## src/rtl/hdd_bridge_pkg.sv

```systemverilog
// Shared types for the Apple II HDD to HPS sector bridge.
// Holds the FSM state encoding and the default ack-watchdog limit.
package hdd_bridge_pkg;

    typedef enum logic [1:0] {
        ST_IDLE = 2'd0,
        ST_REQ  = 2'd1,
        ST_XFER = 2'd2
    } state_e;

    // Roughly one second at the 14.318 MHz core clock.
    localparam logic [23:0] DEFAULT_TIMEOUT = 24'd14318180;

endpackage

```

## src/rtl/hdd_ack_watchdog.sv

```systemverilog
// Ack watchdog for hdd_sd_bridge; only built when HDD_BRIDGE_TIMEOUT_EN is defined.
// Counts cycles spent in a busy state and flags expiry at LIMIT-1.
`ifdef HDD_BRIDGE_TIMEOUT_EN
module hdd_ack_watchdog
    import hdd_bridge_pkg::*;
#(
    parameter logic [23:0] LIMIT = DEFAULT_TIMEOUT
)
(
    input  logic   clk,
    input  logic   reset_n,
    input  state_e state,
    output logic   expired
);

    logic [23:0] count_r;
    logic [23:0] count_eff_s;
    state_e      prev_r;

    // A state differing from last cycle's means the FSM just moved, so the count restarts from zero.
    always_comb begin
        count_eff_s = count_r;
        if (state != prev_r) begin
            count_eff_s = 24'd0;
        end else begin
            count_eff_s = count_r;
        end
    end

    assign expired = (state != ST_IDLE) && (count_eff_s == (LIMIT - 24'd1));

    // Cycle counter, held at zero while idle.
    always_ff @(posedge clk) begin
        if (!reset_n) begin
            count_r <= 24'd0;
            prev_r  <= ST_IDLE;
        end else begin
            prev_r <= state;
            if (state == ST_IDLE) begin
                count_r <= 24'd0;
            end else begin
                count_r <= count_eff_s + 24'd1;
            end
        end
    end

endmodule
`endif

```

## src/rtl/hdd_sd_bridge.sv

```systemverilog
// Bridges Apple II HDD sector requests to the HPS sd_rd/sd_wr/sd_ack handshake.
// Optional ack watchdog enabled by defining HDD_BRIDGE_TIMEOUT_EN.
module hdd_sd_bridge
    import hdd_bridge_pkg::*;
#(
    parameter logic [23:0] TIMEOUT_CYCLES = DEFAULT_TIMEOUT
)
(
    input  logic        clk,
    input  logic        reset_n,
    input  logic        hdd_read,
    input  logic        hdd_write,
    input  logic        img_mounted,
    input  logic [63:0] img_size,
    input  logic        img_readonly,
    input  logic        sd_ack,
    output logic        sd_rd,
    output logic        sd_wr,
    output logic        cpu_wait,
    output logic        hdd_mounted,
    output logic        hdd_protect,
    output logic        hdd_error
);

    state_e state_r;
    logic   rd_pend_r;
    logic   wr_pend_r;
    logic   ack_prev_r;
    logic   serve_wr_r;
    logic   sd_rd_r;
    logic   sd_wr_r;
    logic   cpu_wait_r;
    logic   error_r;
    // Mount status has no reset so it survives warm and cold resets.
    logic   mounted_r = 1'b0;
    logic   protect_r = 1'b0;

    logic   rd_req_s;
    logic   wr_req_s;
    logic   ack_rise_s;
    logic   ack_fall_s;
    logic   unmount_s;
    logic   timeout_s;

    assign rd_req_s   = rd_pend_r | hdd_read;
    assign wr_req_s   = wr_pend_r | hdd_write;
    assign ack_rise_s = sd_ack & ~ack_prev_r;
    assign ack_fall_s = ~sd_ack & ack_prev_r;
    assign unmount_s  = img_mounted & (img_size == 64'd0);

`ifdef HDD_BRIDGE_TIMEOUT_EN
    hdd_ack_watchdog #(
        .LIMIT   (TIMEOUT_CYCLES)
    ) u_watchdog (
        .clk     (clk),
        .reset_n (reset_n),
        .state   (state_r),
        .expired (timeout_s)
    );
`else
    // No watchdog: wait for sd_ack indefinitely.
    assign timeout_s = 1'b0 & (TIMEOUT_CYCLES == 24'd0);
`endif

    // Image mount status, sampled only on the mount pulse.
    always_ff @(posedge clk) begin
        if (img_mounted) begin
            mounted_r <= (img_size != 64'd0);
            protect_r <= img_readonly;
        end
    end

    // Request FSM with registered handshake outputs.
    always_ff @(posedge clk) begin
        if (!reset_n) begin
            state_r    <= ST_IDLE;
            rd_pend_r  <= 1'b0;
            wr_pend_r  <= 1'b0;
            ack_prev_r <= 1'b0;
            serve_wr_r <= 1'b0;
            sd_rd_r    <= 1'b0;
            sd_wr_r    <= 1'b0;
            cpu_wait_r <= 1'b0;
            error_r    <= 1'b0;
        end else begin
            ack_prev_r <= sd_ack;
            rd_pend_r  <= rd_req_s;
            wr_pend_r  <= wr_req_s;
            case (state_r)
                ST_IDLE: begin
                    sd_rd_r    <= 1'b0;
                    sd_wr_r    <= 1'b0;
                    cpu_wait_r <= 1'b0;
                    if (!mounted_r) begin
                        if (rd_req_s | wr_req_s) begin
                            rd_pend_r <= 1'b0;
                            wr_pend_r <= 1'b0;
                            error_r   <= 1'b1;
                        end
                    end else if (rd_req_s) begin
                        state_r    <= ST_REQ;
                        sd_rd_r    <= 1'b1;
                        cpu_wait_r <= 1'b1;
                        serve_wr_r <= 1'b0;
                        error_r    <= 1'b0;
                    end else if (wr_req_s) begin
                        if (protect_r) begin
                            wr_pend_r <= 1'b0;
                            error_r   <= 1'b1;
                        end else begin
                            state_r    <= ST_REQ;
                            sd_wr_r    <= 1'b1;
                            cpu_wait_r <= 1'b1;
                            serve_wr_r <= 1'b1;
                            error_r    <= 1'b0;
                        end
                    end
                end
                ST_REQ: begin
                    if (ack_rise_s) begin
                        state_r <= ST_XFER;
                        sd_rd_r <= 1'b0;
                        sd_wr_r <= 1'b0;
                        // A fresh pulse in this very cycle stays latched.
                        if (serve_wr_r) begin
                            wr_pend_r <= hdd_write;
                        end else begin
                            rd_pend_r <= hdd_read;
                        end
                    end
                end
                ST_XFER: begin
                    if (ack_fall_s) begin
                        state_r    <= ST_IDLE;
                        cpu_wait_r <= serve_wr_r ? rd_req_s : wr_req_s;
                    end
                end
                default: begin
                    state_r    <= ST_IDLE;
                    sd_rd_r    <= 1'b0;
                    sd_wr_r    <= 1'b0;
                    cpu_wait_r <= 1'b0;
                end
            endcase
            if (timeout_s) begin
                state_r    <= ST_IDLE;
                sd_rd_r    <= 1'b0;
                sd_wr_r    <= 1'b0;
                cpu_wait_r <= 1'b0;
                error_r    <= 1'b1;
                if (serve_wr_r) begin
                    wr_pend_r <= hdd_write;
                end else begin
                    rd_pend_r <= hdd_read;
                end
            end
            // Image removed under an active transfer: abandon everything.
            if (unmount_s && (state_r != ST_IDLE)) begin
                state_r    <= ST_IDLE;
                sd_rd_r    <= 1'b0;
                sd_wr_r    <= 1'b0;
                cpu_wait_r <= 1'b0;
                rd_pend_r  <= 1'b0;
                wr_pend_r  <= 1'b0;
                error_r    <= 1'b1;
            end
        end
    end

    assign sd_rd       = sd_rd_r;
    assign sd_wr       = sd_wr_r;
    assign cpu_wait    = cpu_wait_r;
    assign hdd_mounted = mounted_r;
    assign hdd_protect = protect_r;
    assign hdd_error   = error_r;

endmodule
```

## config.mk

```make
export PLATFORM = sky130hd
export DESIGN_NAME = hdd_sd_bridge
export DESIGN_NICKNAME = d
export VERILOG_FILES = /design/src/rtl/hdd_bridge_pkg.sv /design/src/rtl/hdd_ack_watchdog.sv /design/src/rtl/hdd_sd_bridge.sv
export SDC_FILE = /design/constraint.sdc
export NUM_CORES = 1
export LEC_CHECK = 0
export ABC_AREA = 1
export CORE_MARGIN = 2
export CORE_UTILIZATION = 30
export CTS_CLUSTER_DIAMETER = 120
export DETAILED_ROUTE_END_ITERATION = 8
export PLACE_DENSITY = 0.82
export SLEW_MARGIN = 10
export SYNTH_ARGS = -nofsm -noshare
export SYNTH_HDL_FRONTEND = slang
export SYNTH_SLANG_ARGS = --single-unit
export TNS_END_PERCENT = 1
```

## constraint.sdc

```tcl
create_clock -name clk -period 1.34 [get_ports clk]
set_input_delay 0.268 -clock clk [delete_from_list [all_inputs] [get_ports clk]]
set_output_delay 0.268 -clock clk [all_outputs]
set_load 0.01 [all_outputs]
```

==> flow_summary.toml <==
[place]
hpwlAfterDp_um = 2350
globalplace.congestion = 0.850
place_ws_ps = -258
io_buffers = 76

[synth]
synthesis.nets = 207
yosysTopAreaCell = "nor2_1"
ys_warn_count = 0
synth-seq-area-share_pct = 32.5
ys_top_cells_by_area = "nor2_1 25%, dfxtp_1 25%, nand2_1 15%"
netlist_instances = 136
avgSynthCellArea_um2 = 5.89
synth_top_area_share_pct = 25.3
synthDistinctLibCells = 21
syn_area_um2 = 801
ys_ff_latch = 12

[cts]
htree_levels = 1
insertion_delay_ps = 270
cts.reportedPaths.clkPinSlew_ps = 70
clock_sinks = 12
cts_tree = "done"
cts-root-buf = "clkbuf_4"
cts_made_buffers = 3
clk_path_buf_depth = 2

[critical_path]
crit_path_max_incr_delay_ps = 400
path_cells = "clkdlybuf4s50_1, nor2_1, nand2_1, nor2_1, nand2_1, nor2_2, nand3_2, nand2_4, nor2_2"
worst_ep_required_time_ps = 1500
r2r_cells = 6
cp.depth = 9
crit_slowest_cell = "clkdlybuf4s50_1"
critPathTopFamily = "simple AND/OR/NAND/NOR gates"
path_buf_inv = 1
crit_fanout = 7
worstPathArrival_ps = 1450
critical_path_class = "in2reg"
endpoint_kind = "flop"
start_kind = "primary input"

[final_layout]
num_antenna_cells = 0
area_delta_synth_final_pct = 118
fin_nets = 291
drive_gt1_share_pct = 13.2
utilization_pct = 69.9

[power]
leakage_uw = 0.000945
irDropWorstVdd_mv = 0.561
power.density_nw_per_um2 = 645

[drt]
drtAntennaViolNets = 0
drt-vias-per-instance = 4.63
wirelength_um = 2760
vias = 1154
drt_iter0_markers = 46
drc = 0
routedWlPerCell_um = 11.1
drt_pass1_iterations = 4

[min_path]
hold_depth = 7
hold_class = "in2reg"

[sta]
finalSetupViolCount = 0
final_max_slew_viol_count = 0
finalHoldViolCount = 0
min_period_over_period_pct = 96.4
worst_slew_pin_slew_ps = 247
fin_crit_ps = 1290
max_slew_margin_pct = 83.5
rsz0062_at_grt = "true"
clock_skew_ps = 2.87
timing.final.ws_setup_ps = 48.6
max_freq_ghz = 0.774
setup_tns_ps = 0

[flow_run]
maxCapViolations = 0

[grt]
grt_max_degree = 8
first_global_vias = 1141
antenna_found_initial = 0
grt_pass1_wl_um = 4360
grt_usage_pct = 17.1
grt.overflow.total = 0

[floorplan]
ios = 77
die_area_um2 = 3100
core_area_um2 = 2500
rows = 18
die_w_um = 55.7
start_util_pct = 32.0
die_y_um = 55.7

[run_status]
status = "finished clean"
[cell type report]
cell class | instances | area, um2
inverter | 12 | 45.0
sequential | 12 | 260
tap | 30 | 37.5
fill | 207 | 752
clock buffer | 4 | 36.3
timing repair buffer | 79 | 846
multi-input combinational | 112 | 523
[flip-flops by register name, indices dropped and copies added (netlist names)]
register / cells
hdd_protect: 1
hdd_error: 1
sd_rd: 1
sd_wr: 1
rd_pend_r: 1
ack_prev_r: 1
state_r: 2
serve_wr_r: 1
wr_pend_r: 1
cpu_wait: 1
hdd_mounted: 1
[worst min-delay path, cell delays in order]
cell            delay [ps]
dlymetal6s2s_1          80
nor2_1                  40
nand2_1                 50
nor2_1                  40
nand2_1                 60
nor2_2                  50
nand2_1                 50
[synth_stat cells]
master	n
inv_2	2
nor2_1	54
nand2_1	33
nor2_4	1
a21oi_1	3
nand2_2	3
mux2i_1	1
nor2_2	4
nand3_2	1
dfxtp_1	10
o21ai_1	1
nand3b_1	1
inv_1	10
o21ai_2	1
o21a_1	1
o21ai_0	4
nor3_1	1
o211ai_1	1
edfxtp_1	2
nand3_1	1
o211ai_2	1
[repair_timing]
| action | in CTS | in global routing |
|---|---|---|
| hold buffers | 0 | 0 |
| pin swaps | 0 | 37 |
| gates resized for setup | 6 | 38 |
| setup buffers | 0 | 1 |
| endpoints found under the setup margin | 6 | 8 |
| endpoints found under the hold margin | 0 | 0 |
[path summary, 6_finish.rpt]
path,from,to,slack [ps]
worst min register to register,serve_wr_r,serve_wr_r,520
worst min-delay path,img_size[41],hdd_mounted,480
worst max-delay path,img_size[43],state_r[1],50
worst max register to register,state_r[1],cpu_wait,150
[layer usage]
layer	global-route usage (%)	routed length (um)	vias up
li1	-	-	587
met1	15.9	931	499
met2	34.7	1550	60
met3	4.19	219	8
met4	6.97	63	0
met5	0	0	-
[cells by family (layout without fill, tap and decap cells)]
kind of cell | count (synthesis) | in the layout | share of synthesized area, %
AND/OR/NAND/NOR | 99 | 99 | 51.1
AO/OA/AOI/OAI | 12 | 12 | 9.53
flip-flops | 12 | 12 | 32.5
buffers and inverters | 12 | 95 | 5.63
multiplexers | 1 | 1 | 1.25
[power breakdown]
group	total, uW	switching, uW	internal (uW)
registers	426	26.5	399
clock network	278	113	165
logic	423	165	258
total	1130	305	823
[per-stage QoR]
stage | power, uW | instance area (um2) | hold WS (ps) | std cells
3_3_place_gp | 850 | 1610 | 482 | 244
5_1_grt | 1200 | 1750 | 535 | 249
6_report | 1130 | 1750 | 481 | 249
3_5_place_dp | 866 | 1610 | 508 | 244
4_1_cts | 1130 | 1640 | 519 | 248
2_1_floorplan | 586 | 801 | 361 | 136
[cells in the final DEF (no fill, tap or decap), drive strengths merged, types with 2 or more instances in the layout]
cell,synthesis,layout
nand2,36,36
edfxtp,2,2
clkdlybuf4s50,0,42
clkbuf,0,4
dlymetal6s2s,0,28
o21ai,6,6
inv,12,12
buf,0,3
nand3,2,2
dlygate4sd2,0,6
a21oi,3,3
dfxtp,10,10
nor2,59,59
o211ai,2,2
Power figures use the tool's default switching activity.
